===== config.mk =====
export PLATFORM = sky130hd
export DESIGN_NAME = reset_sequencer
export DESIGN_NICKNAME = d
export VERILOG_FILES = /design/src/rtl/reset_seq_pkg.sv /design/src/rtl/reset_seq_timer.sv /design/src/rtl/reset_sequencer.sv
export SDC_FILE = /design/constraint.sdc
export NUM_CORES = 1
export LEC_CHECK = 0
export ABC_AREA = 1
export ABC_CLOCK_PERIOD_IN_PS = 2700
export CAP_MARGIN = 5
export CORE_AREA = 2 2 58 60
export DETAILED_ROUTE_END_ITERATION = 7
export DIE_AREA = 0 0 60 62
export PLACE_DENSITY_LB_ADDON = 0.05
export SYNTH_ARGS = -nofsm -noshare
export SYNTH_HDL_FRONTEND = slang
export SYNTH_SLANG_ARGS = --single-unit

===== constraint.sdc =====
create_clock -name CLK -period 2.7 [get_ports CLK]
set_input_delay 0.54 -clock CLK [delete_from_list [all_inputs] [get_ports CLK]]
set_output_delay 0.54 -clock CLK [all_outputs]
set_load 0.02 [all_outputs]

===== src/rtl/reset_seq_pkg.sv =====
// Shared types and defaults for the reset sequencer.
// Optional ready-timeout logic is built only when RESET_SEQ_TIMEOUT_EN is defined.
package reset_seq_pkg;

    // Sequencer states
    typedef enum logic [1:0] {
        S_HOLD = 2'd0,
        S_DLY  = 2'd1,
        S_RDY  = 2'd2,
        S_DONE = 2'd3
    } seq_state_e;

    // Defaults on a 5 MHz clock basis (20 ms)
    localparam int unsigned DEF_NUM_STAGES    = 4;
    localparam int unsigned DEF_STAGE_DELAY   = 100_000;
    localparam int unsigned DEF_READY_TIMEOUT = 100_000;
    localparam int unsigned DEF_CNT_W         = 17;

    // Width of a stage index; at least one bit even for a single stage
    function automatic int unsigned idx_width(input int unsigned n);
        return (n <= 1) ? 1 : $clog2(n);
    endfunction

endpackage


===== src/rtl/reset_seq_timer.sv =====
// Loadable down-counter with an expire strobe when enabled at zero.
module reset_seq_timer
    import reset_seq_pkg::*;
#(
    parameter int unsigned CNT_W = DEF_CNT_W
) (
    input  logic             clk,
    input  logic             rst,
    input  logic             load,
    input  logic [CNT_W-1:0] load_val,
    input  logic             en,
    output logic             expire_c
);

    logic [CNT_W-1:0] cnt_q;
    logic [CNT_W-1:0] cnt_d;

    // Load has priority; otherwise count down while enabled, saturating at zero
    always_comb begin
        cnt_d = cnt_q;
        if (load) begin
            cnt_d = load_val;
        end else if (en && (cnt_q != '0)) begin
            cnt_d = cnt_q - CNT_W'(1);
        end
    end

    // Counter register, cleared synchronously
    always_ff @(posedge clk) begin
        if (rst) begin
            cnt_q <= '0;
        end else begin
            cnt_q <= cnt_d;
        end
    end

    assign expire_c = en && (cnt_q == '0);

endmodule


===== src/rtl/reset_sequencer.sv =====
// Releases NUM_STAGES subsystem resets in ascending order, each after a fixed
// delay and only once the previous stage reports ready.
// Define RESET_SEQ_TIMEOUT_EN to build the sticky ready-timeout (seq_err) logic.
module reset_sequencer
    import reset_seq_pkg::*;
#(
    parameter int unsigned NUM_STAGES    = DEF_NUM_STAGES,
    parameter int unsigned STAGE_DELAY   = DEF_STAGE_DELAY,
    parameter int unsigned CNT_W         = DEF_CNT_W,
    parameter int unsigned READY_TIMEOUT = DEF_READY_TIMEOUT
) (
    input  logic                  CLK,
    input  logic                  RST,
    input  logic                  restart,
    input  logic [NUM_STAGES-1:0] stage_ready,
    output logic [NUM_STAGES-1:0] rst_out,
    output logic                  seq_done,
    output logic                  seq_err
);

    localparam int unsigned IDX_W = idx_width(NUM_STAGES);

    // Elaboration-time parameter sanity
    if ((NUM_STAGES < 1) || (NUM_STAGES > 16)) begin : g_bad_stages
        $error("reset_sequencer: NUM_STAGES out of range 1..16");
    end
    if ((STAGE_DELAY < 1) || (64'(STAGE_DELAY) > (64'(1) << CNT_W))) begin : g_bad_delay
        $error("reset_sequencer: STAGE_DELAY must be >= 1 and fit CNT_W");
    end
    if ((READY_TIMEOUT < 1) || (64'(READY_TIMEOUT) > (64'(1) << CNT_W))) begin : g_bad_timeout
        $error("reset_sequencer: READY_TIMEOUT must be >= 1 and fit CNT_W");
    end

    seq_state_e            state_q, state_d;
    logic [IDX_W-1:0]      idx_q, idx_d;
    logic [NUM_STAGES-1:0] rst_out_q, rst_out_d;
    logic                  seq_done_q, seq_done_d;

    logic seq_clr;
    logic dly_load;
    logic dly_en;
    logic dly_expire_c;
    logic ready_c;
    logic timeout_c;

    // Timers are cleared by either reset source
    assign seq_clr = RST || restart;
    assign dly_en  = (state_q == S_DLY);
    assign ready_c = stage_ready[idx_q];

    reset_seq_timer #(
        .CNT_W (CNT_W)
    ) u_dly_timer (
        .clk      (CLK),
        .rst      (seq_clr),
        .load     (dly_load),
        .load_val (CNT_W'(STAGE_DELAY - 1)),
        .en       (dly_en),
        .expire_c (dly_expire_c)
    );

`ifdef RESET_SEQ_TIMEOUT_EN
    logic tmo_load;
    logic tmo_en;
    logic tmo_expire_c;
    logic seq_err_q, seq_err_d;

    // Timeout window opens on the edge that releases the current stage
    assign tmo_load  = (state_q == S_DLY) && dly_expire_c;
    assign tmo_en    = (state_q == S_RDY);
    assign timeout_c = tmo_en && tmo_expire_c && !ready_c;

    reset_seq_timer #(
        .CNT_W (CNT_W)
    ) u_tmo_timer (
        .clk      (CLK),
        .rst      (seq_clr),
        .load     (tmo_load),
        .load_val (CNT_W'(READY_TIMEOUT - 1)),
        .en       (tmo_en),
        .expire_c (tmo_expire_c)
    );

    // Sticky error: set on timeout, survives restart, cleared only by RST
    always_comb begin
        seq_err_d = seq_err_q;
        if (!restart && timeout_c) begin
            seq_err_d = 1'b1;
        end
    end

    // Error flag register
    always_ff @(posedge CLK) begin
        if (RST) begin
            seq_err_q <= 1'b0;
        end else begin
            seq_err_q <= seq_err_d;
        end
    end

    assign seq_err = seq_err_q;
`else
    assign timeout_c = 1'b0;
    assign seq_err   = 1'b0;
`endif

    // Next-state and next-output logic; restart overrides everything
    always_comb begin
        state_d    = state_q;
        idx_d      = idx_q;
        rst_out_d  = rst_out_q;
        seq_done_d = seq_done_q;
        dly_load   = 1'b0;

        case (state_q)
            S_HOLD: begin
                dly_load = 1'b1;
                state_d  = S_DLY;
            end
            S_DLY: begin
                if (dly_expire_c) begin
                    rst_out_d[idx_q] = 1'b0;
                    state_d          = S_RDY;
                end
            end
            S_RDY: begin
                if (ready_c || timeout_c) begin
                    if (idx_q == IDX_W'(NUM_STAGES - 1)) begin
                        seq_done_d = 1'b1;
                        state_d    = S_DONE;
                    end else begin
                        idx_d    = idx_q + IDX_W'(1);
                        dly_load = 1'b1;
                        state_d  = S_DLY;
                    end
                end
            end
            S_DONE: begin
                state_d = S_DONE;
            end
            default: begin
                state_d = S_HOLD;
            end
        endcase

        if (restart) begin
            state_d    = S_HOLD;
            idx_d      = '0;
            rst_out_d  = '1;
            seq_done_d = 1'b0;
            dly_load   = 1'b0;
        end
    end

    // State and output registers
    always_ff @(posedge CLK) begin
        if (RST) begin
            state_q    <= S_HOLD;
            idx_q      <= '0;
            rst_out_q  <= '1;
            seq_done_q <= 1'b0;
        end else begin
            state_q    <= state_d;
            idx_q      <= idx_d;
            rst_out_q  <= rst_out_d;
            seq_done_q <= seq_done_d;
        end
    end

    assign rst_out  = rst_out_q;
    assign seq_done = seq_done_q;

endmodule


### Yosys cells after proc, flatten, opt, wreduce, memory -nomap -nowiden

Index checks and enable logic that the tools add are counted.

* $add $sub $neg: 2
* order comparisons: 2
* equal/unequal tests: 6
* mux-type cells: 14
* bitwise logic cells: 3
* reduce and logical (&&, ||, !) cells: 14

Operators with widths (number)
* two-way mux 17 bit: 2
* zero test 17 bit: 1
* nonzero test 17 bit: 1
* subtractor 17 x 1 -> 17 bit, second input constant: 1
* one-hot mux 2 bit (4 select lines): 1
* == test 2 bit, second input constant: 3
* two-way mux 2 bit: 3
* AND reduction 3 bit: 2
* two-way mux 1 bit: 5
* bitwise AND 4 bit: 1
* inequality test 2 bit, second input constant: 2
* NOT 4 bit: 1
* AND reduction 2 bit: 2
* OR reduction 2 bit: 2
* logical AND 1 bit: 3
* less-than comparator 2 x 3 -> 1 bit, second input constant: 1
* adder 2 x 1 -> 2 bit, second input constant: 1
* binary-select mux 1 bit (select 2 bit): 1
* demux 1 bit (select 2 bit): 1
* == test 2 x 1 -> 1 bit, second input constant: 1
* >= comparator 2 x 1 -> 1 bit, second input constant: 1
* zero test 2 bit: 1
* one-hot mux 1 bit (2 select lines): 1
* nonzero test 2 bit: 1
* other kinds (2): 2

* flip-flop bits (word level): 26
* input bits: 7
* output and inout port bits: 6
* word-level logic and storage cells: 47

### Longest topological paths before layout

Gate-level depths: netlist (run 1).

* depth in word-level cells: 6
* gate-level depth with buffers: 11

### Cells and area by module

A second synthesis (run 1) with hierarchy kept.

* cell total of the unflattened synthesis: 270
* area total of the unflattened synthesis: 1701.6 um^2

Modules (own cells, without submodules)
* reset_seq_timer: instances 1, cells each 196, area an instance 1182.4 um^2, seq. area each 340.3 um^2
* reset_sequencer: instances 1, cells each 74, area an instance 519.2 um^2, seq. area each 180.2 um^2

### Worst setup path before layout (run 1)

No wires, ideal clock.

* path kind: register to register
* start: reg u_dly_timer.cnt_q[0]
* end: reg u_dly_timer.cnt_q[10]
* data arrival time: 1.451 ns
* data required time: 2.628 ns
* path slack: 1.177 ns
* cell stages (with the launch flop): 11
* clock period less this slack: 1.523 ns
* cells stage by stage: dfxtp_1 > inv_1 > ha_1 > nand2_2 > nor2_4 > nand3_4 > nand2_2 > buf_12 > buf_12 > nand3_1 > a21oi_1

* cells in the longest elaborated chain, start to end: 3
* elaborated cells on any way between the ends: 6

Ends and longest elaborated chain
* start, declared: line reset_seq_timer.sv:15 `logic [CNT_W-1:0] cnt_q;`
* start signal, assigned: line reset_seq_timer.sv:33 `cnt_q <= cnt_d;`
* subtractor 17 x 1 -> 17 bit or nonzero test 17 bit (tied branches): line reset_seq_timer.sv:24, reset_seq_timer.sv:23
* two-way mux 17 bit or logical AND 1 bit (tied branches): line reset_seq_timer.sv:23 `end else if (en && (cnt_q != '0)) begin`
* two-way mux 17 bit or nonzero test 2 bit (tied branches)

Several ways; a longest one is shown, not always the timed one. The select of a mux whose other input is x is not followed.
A chain may end at the register's enable or synchronous reset.

### Final worst setup path (run 1)

* start: reg u_dly_timer.cnt_q[0]
* end: reg u_dly_timer.cnt_q[1]

The elaborated chain is that of the path after synthesis.

==> flow_summary.toml, run 1 <==
[sta]
timing.final.crit_share_pct = 72.68
skew_ns = 0.003446
setup_violations = 0
finalHoldViolations = 0
rsz0062_at_grt = "no"
hold_ws_ns = 0.4573
finalCriticalPeriod_ns = 1.962
max_freq_ghz = 0.5096
finalSetupTns_ns = 0
slew_viol_final = 0
setup_ws_ns = 0.7376

[floorplan]
placementRows = 21
dieArea_um2 = 3720
initial_core_util_pct = 46.75
die_h_um = 62
ios = 13
die_w_um = 60
coreArea_um2 = 3179

[worst_setup_path]
critPathMaxStageDelay_ns = 0.34
cp_slowest_cell = "dfxtp_1"
critPathLaunchType = "flop"
cp_max_fo = 20
cp-end-kind = "flop"
path_cells = "inv_1, ha_1, nand2_2, nor2_4, nand3_4, nand2_2, inv_2, o21ai_0, a21oi_1"
crit_arrival_ns = 2.17
crit_type = "flop to flop"
required_ns = 2.91
critPathTopFamily = "simple AND/OR/NAND/NOR gates"
path_buf_inv = 2
path_common_cell = "nand2_2"

[clocking]
cts.clk_slew.worst_paths_ns = 0.14
clock-sinks = 26
post_cts_buffers = 0
clk_path_buf_depth = 2
cts_buffers = 3
cts_tree = "yes"
worstSkewPairLatency_ns = 0.32
hold_buffers = 0
cts_max_level = 1
cts_resized = 0
root_buffer = "clkbuf_4"

[yosys]
synth_fp_nets = 232
ys_seq_area_share_pct = 35.02
synth_top_cell_area_share_pct = 35.02
yosys-top-cells-area = "dfxtp_1, nand2_1, nor2_1"
synth_cells = 220
synth_seq_cells = 26
ys_types = 27
synth.avg_cell_area_um2 = 6.756
synth_area_um2 = 1486
yosysWarnings = 0
yosys.area.top_type = "dfxtp_1"

[layout]
nets = 244
syn_to_final_growth_pct = 10.27
diodes = 0
drive_gt1_share_pct = 4.762

[routing]
firstDrtPassIters = 6
drtIter0Drc = 62
drc = 0
vias = 1349
viasPerCell = 4.870
wl_per_cell_um = 10.76
ant_nets = 0
detail_route.wirelength_um = 2981

[place]
portBuffers = 11
dpl.hpwl_um = 2369
place_ws_ns = 0.5051
gp_congestion = 0.7607

[pwr]
power.leakage_uw = 0.0007498
powerDensity_nw_per_um2 = 498.8
ir_drop_uv = 248.6

[grt]
grt_pass1_wl_um = 5223
grt_max_degree = 21
first_global_vias = 1253
overflow = 0
grt_antenna_before_repair = 0
track_usage_pct = 18.56

[hold_path]
hold_path_class = "flop to flop"

[run_status]
status = "finished, final reports clean"

[flow_run]
drv_cap = 0
tightest hold or removal path, cell delays in order (launching register included):
cell and delay, ns:
dfxtp_1 0.33, nand2_1 0.06, nand2_1 0.04
where the power goes:
group	switching, uW	internal (uW)
registers	12.2	398
logic	134	79.1
clock network	112	82.5
total	258	559
per-stage QoR:
step	power (uW)	cells	area [um^2]	utilization, %
global placement	629.1	273	1603	50.41
finish	817.6	277	1639	51.55
global route	873.7	277	1639	51.55
floorplan	600.9	220	1486	-
CTS	828.8	277	1639	51.55
detailed placement	632.9	273	1603	50.41
flip-flops by register name, summed over array words and instances (netlist names):
register           count
idx_q                  2
rst_out                4
state_q                2
seq_done               1
u_dly_timer.cnt_q     17
cells by family (layout without fill, tap and decap cells):
| group | Yosys count | in the layout | share of synthesized area [%] |
|---|---|---|---|
| other | 1 | 1 | 0.2523 |
| adders and majority gates | 5 | 5 | 4.209 |
| buffers and inverters | 32 | 43 | 10.77 |
| and+or+nand+nor | 122 | 122 | 35.69 |
| DFF | 26 | 26 | 35.02 |
| xor gates and xnor gates | 8 | 8 | 4.713 |
| AOI/OAI and AO/OA | 26 | 26 | 9.344 |
path summary, 6_finish.rpt:
check | slack (ns) | startpoint | cells after the start | to
min reg2reg | 0.46 | rst_out[0]$_SDFFE_PP1P_ | 2 | rst_out[0]$_SDFFE_PP1P_
max reg2reg | 0.74 | u_dly_timer.cnt_q[0]$_SDFFE_PP0P_ | 9 | u_dly_timer.cnt_q[1]$_SDFFE_PP0P_
min | 0.46 | rst_out[0]$_SDFFE_PP1P_ | 2 | rst_out[0]$_SDFFE_PP1P_
max | 0.74 | u_dly_timer.cnt_q[0]$_SDFFE_PP0P_ | 9 | u_dly_timer.cnt_q[1]$_SDFFE_PP0P_
placed cells by master (no fill, tap or decap), drive strengths merged, types with 2 or more instances in the layout:
master         synthesis  routed
nand2                 57      57
o21ai                  6       6
a21oi                 16      16
dfxtp                 26      26
inv                   26      26
nor3                   2       2
o21bai                 3       3
clkbuf                 1       4
nand3                 18      18
nor2                  38      38
nand4                  4       4
ha                     5       5
xnor2                  4       4
clkdlybuf4s50          0      11
xor2                   4       4
metal layers:
metal	vias to the layer above	wire length, um	global-route usage, %
met2	15	1564	35.87
met5	-	0	0
met4	0	40	6.667
li1	714	-	-
met1	616	1317	20.28
met3	4	58	3.106
cells in the mapped netlist, drive strengths merged:
cell	instances
nand2	57
nor2	38
dfxtp	26
inv	26
nand3	18
a21oi	16
o21ai	6
ha	5
buf	4
nand4	4
xnor2	4
xor2	4
o21bai	3
nor3	2
a31oi	1
and2	1
clkbuf	1
clkinv	1
conb	1
nand3b	1
nor3b	1
layout make-up:
class,instances,area (um^2)
fillers,340,1540
multi-input cells,162,805.8
flip-flops and latches,26,520.5
repair buffers,12,117.6
inverters,27,101.3
well taps,46,57.56
clock buffers,4,36.28
Power figures use the tool's default switching activity.
==> inputs of run 2 (changes only) <==
ABC_CLOCK_PERIOD_IN_PS = 1700   (was 2700)
clock period = 1.7 ns   (was 2.7 ns; I/O delays follow)
==> flow_summary.toml, run 2 (synthesis gave the netlist of run 1 again) <==
[run_status]
status = "finished, final reports clean"

[flow_run]
drv_cap = 0

[sta]
timing.final.crit_share_pct = 95.68
finalCriticalPeriod_ns = 1.627
rsz0062_at_grt = "yes"
setup_ws_ns = 0.07342
max_freq_ghz = 0.6148
finalHoldViolations = 0
slew_viol_final = 0
skew_ns = 0.002963
setup_violations = 0
finalSetupTns_ns = 0

[place]
gp_congestion = 0.8507
dpl.hpwl_um = 2548
portBuffers = 11
place_area_um2 = 1685
dp.cells = 284
place_ws_ns = 0.008977

[layout]
syn_to_final_growth_pct = 17.51
regMostFlops = "u_dly_timer.cnt_q"
largest_reg_flops = 17
instances_no_fill = 290
final_cell_mix = "nand2_1, nor2_1, inv_1"
final_common_cell = "nand2_1"
fillCellCount = 322
diodes = 0
drive_gt1_share_pct = 11.07
nets = 257
final_area_um2 = 1747

[floorplan]
initial_core_util_pct = 46.75
ios = 13
die_w_um = 60
dieArea_um2 = 3720
die_h_um = 62
coreArea_um2 = 3179
placementRows = 21

[worst_setup_path]
path_buf_inv = 1
crit_arrival_ns = 1.29
critPathTopFamily = "buffers and inverters"
cp-end-kind = "output port"
cp_slowest_cell = "clkdlybuf4s50_1"
reg2reg_from = "u_dly_timer.cnt_q[0]$_SDFFE_PP0P_"
r2r_cells = 11
critPathLaunchType = "flop"
crit_type = "flop to output port"
required_ns = 1.36
path_cells = "clkdlybuf4s50_1"
regToRegSetupSlack_ns = 0.08
cp_max_fo = 2
r2r-end = "u_dly_timer.cnt_q[3]$_SDFFE_PP0P_"
critPathMaxStageDelay_ns = 0.60

[hold_path]
holdPathStages = 2
holdPathEnd = "rst_out[0]$_SDFFE_PP1P_"
hold_path_class = "flop to flop"
min_from = "rst_out[0]$_SDFFE_PP1P_"

[pwr]
ir_drop_uv = 357.7
power.leakage_uw = 0.0008156
powerDensity_nw_per_um2 = 778.3

[routing]
wl_per_cell_um = 11.19
drc = 0
drtIter0Drc = 65
ant_nets = 0
detail_route.wirelength_um = 3244
firstDrtPassIters = 4
viasPerCell = 4.910
vias = 1424

[grt]
grt_pass1_wl_um = 5409
grt_max_degree = 15
track_usage_pct = 19.86
grt_antenna_before_repair = 0
first_global_vias = 1332
overflow = 0

[clocking]
worstSkewPairLatency_ns = 0.33
cts.clk_slew.worst_paths_ns = 0.14
cts_max_level = 1
clk_path_buf_depth = 2
root_buffer = "clkbuf_4"
cts_tree = "yes"
cts_buffers = 3
clock-sinks = 26
-- run 2: how the worst max path moves through the flow --
stage                                      start                                  to  cells past startpoint
2_1_floorplan  u_dly_timer.cnt_q[0]$_SDFFE_PP0P_  u_dly_timer.cnt_q[10]$_SDFFE_PP0P_                     10
3_3_place_gp                      stage_ready[1]   u_dly_timer.cnt_q[7]$_SDFFE_PP0P_                      9
3_5_place_dp                      stage_ready[1]   u_dly_timer.cnt_q[7]$_SDFFE_PP0P_                      9
4_1_cts        u_dly_timer.cnt_q[0]$_SDFFE_PP0P_   u_dly_timer.cnt_q[4]$_SDFFE_PP0P_                     11
5_1_grt        u_dly_timer.cnt_q[0]$_SDFFE_PP0P_   u_dly_timer.cnt_q[7]$_SDFFE_PP0P_                     10
6_report                   seq_done$_SDFFE_PP0P_                            seq_done                      1
-- run 2: layout make-up --
type                       instances  area, um^2  share of cell area [%]
timing repair buffer              25       215.2                   12.32
inverter                          27       101.3                   5.802
clock buffer                       4       36.28                   2.077
tap                               46       57.56                   3.295
sequential                        26       523.0                   29.94
multi-input combinational        162       813.3                   46.56
-- run 2: worst min-delay path, delay by kind of cell, from the launching register on --
kind | cells | cell delay [ns]
AND/OR/NAND/NOR | 2 | 0.10
flip-flops | 1 | 0.33
-- run 2: stage by stage --
step | utilization (%) | power (uW) | hold WS (ns)
2_1_floorplan | - | 954.4 | 0.4542
3_3_place_gp | 53.01 | 1031 | 0.4346
3_5_place_dp | 53.01 | 1037 | 0.4393
4_1_cts | 54.15 | 1353 | 0.4628
5_1_grt | 54.94 | 1448 | 0.4814
6_report | 54.94 | 1359 | 0.4586
-- run 2: power by group --
group	switching (uW)	leakage (uW)	internal (uW)
Sequential	17.6	0.000212	632
Combinational	233	0.000582	161
Clock	184	0.0000210	131
-- run 2: metal layers --
| layer | routed length (um) | vias up | global-route usage (%) |
|---|---|---|---|
| met5 | 0 | - | 0 |
| met4 | 99 | 0 | 11.11 |
| li1 | - | 742 | - |
| met1 | 1305 | 647 | 20.66 |
| met3 | 114 | 9 | 3.106 |
| met2 | 1724 | 26 | 37.89 |
-- run 2: timing repair --
action	CTS	global route
setup endpoints to repair	0	16
buffers inserted	0	2
gates resized for setup	0	4
hold buffers	0	0
==> inputs of run 3 (changes only) <==
CORE_AREA = 2 2 57 59   (was 2 2 58 60)
DIE_AREA = 0 0 59 61   (was 0 0 60 62)
SLEW_MARGIN = 20   (was unset)
==> flow_summary.toml, run 3 (synthesis gave the netlist of run 1 again) <==
[worst_setup_path]
reg2reg_from = "u_dly_timer.cnt_q[0]$_SDFFE_PP0P_"
critPathMaxStageDelay_ns = 0.61
crit_type = "flop to output port"
cp_max_fo = 2
required_ns = 1.36
crit_arrival_ns = 1.31
critPathLaunchType = "flop"
cp-end-kind = "output port"
critPathTopFamily = "buffers and inverters"
cp_slowest_cell = "clkdlybuf4s50_1"
crit_start = "seq_done$_SDFFE_PP0P_"
path_buf_inv = 1
path_cells = "clkdlybuf4s50_1"

[sta]
timing.final.crit_share_pct = 97.15
finalHoldViolations = 0
slew_viol_final = 0
hold_ws_ns = 0.4587
finalCriticalPeriod_ns = 1.652
setup_violations = 0
max_freq_ghz = 0.6055
rsz0062_at_grt = "no"
skew_ns = 0.01513

[grt]
overflow = 0
grt_max_degree = 15
first_global_vias = 1325
grt_antenna_before_repair = 0
grt_pass1_wl_um = 5451
track_usage_pct = 20.13

[floorplan]
die_w_um = 59
placementRows = 20
initial_core_util_pct = 50.34
die_h_um = 61
coreArea_um2 = 2953
dieArea_um2 = 3599
ios = 13

[layout]
regMostFlops = "u_dly_timer.cnt_q"
final_cell_mix = "nand2_1, nor2_1, inv_1, dfxtp_1, nand3_1"
final_area_um2 = 1750
drive_gt1_share_pct = 11.89
diodes = 0
nets = 257
syn_to_final_growth_pct = 17.76
largest_reg_flops = 17
final_common_cell = "nand2_1"

[clocking]
clk_path_buf_depth = 2
worstSkewPairLatency_ns = 0.34
cts.clk_slew.worst_paths_ns = 0.15
hold_buffers = 0
cts_buffers = 3
root_buffer = "clkbuf_4"
cts_tree = "yes"
cts_max_level = 1
clock-sinks = 26

[flow_run]
drv_cap = 0

[routing]
detail_route.wirelength_um = 3262
wl_per_cell_um = 11.78
vias = 1416
ant_nets = 0
firstDrtPassIters = 4
drtIter0Drc = 97
drc = 0
viasPerCell = 5.112

[pwr]
ir_drop_uv = 483.2
powerDensity_nw_per_um2 = 788.9
power.leakage_uw = 0.0008137

[place]
place_area_um2 = 1662
portBuffers = 11
gp_congestion = 0.8049
dpl.hpwl_um = 2519

[hold_path]
hold_path_class = "flop to flop"
min_from = "rst_out[0]$_SDFFE_PP1P_"

[run_status]
status = "finished, final reports clean"
-- run 3: cell types whose count changed in the layout (fill, tap and decap cells not counted) --
cell,change
nand2_8,+1
dfxtp_1,+1
nor2_2,+1
nand2_2,+1
nor2_1,-1
dfxtp_2,-1
nand2_1,-2
-- run 3: final timing paths --
path / endpoint / slack, ns / cells after the start
setup / recovery: seq_done / 0.05 / 1
hold / removal: rst_out[0]$_SDFFE_PP1P_ / 0.46 / 2
setup reg to reg: u_dly_timer.cnt_q[7]$_SDFFE_PP0P_ / 0.11 / 10
hold reg to reg: rst_out[0]$_SDFFE_PP1P_ / 0.46 / 2
-- run 3: what timing repair did --
item,CTS,global route
setup buffers,0,3
endpoints found under the setup margin,4,19
gates resized for setup,1,7
pin swaps,0,2
-- run 3: stage by stage --
| stage | instances | total power, uW | worst slack (ns) | setup TNS, ns | utilization (%) |
|---|---|---|---|---|---|
| detailed placement | 270 | 1036 | -0.1314 | -1.259 | 56.27 |
| floorplan | 220 | 954.4 | 0.1765 | 0 | - |
| global route | 277 | 1469 | 0.006079 | 0 | 59.28 |
| finish | 277 | 1381 | 0.04846 | 0 | 59.28 |
| CTS | 274 | 1359 | 0.03550 | 0 | 57.67 |
| global placement | 270 | 1027 | -0.08452 | -0.7318 | 56.27 |
-- run 3: cell type report --
class                           instances  area (um^2)
Sequential cell                        26        521.8
Multi-Input combinational cell        162        834.6
Fill cell                             282         1202
Clock buffer                            4        36.28
Tap cell                               33        41.29
Timing Repair Buffer                   25        215.2
Inverter                               27        101.3
-- run 3: power by group --
group | total (uW) | switching, uW | internal [uW]
Clock | 322 | 190 | 131
Combinational | 409 | 242 | 166
Sequential | 651 | 18.6 | 632
-- run 3: metal layers --
metal / routed length (um) / track usage [%] / vias to the layer above / part of all wire, %
met4: 49 / 8.442 / 0 / 1.5
met3: 138 / 3.625 / 5 / 4.2
met1: 1386 / 22.53 / 646 / 42
met2: 1687 / 37.46 / 26 / 52
met5: 0 / 0 / - / 0
li1: - / - / 739 / -
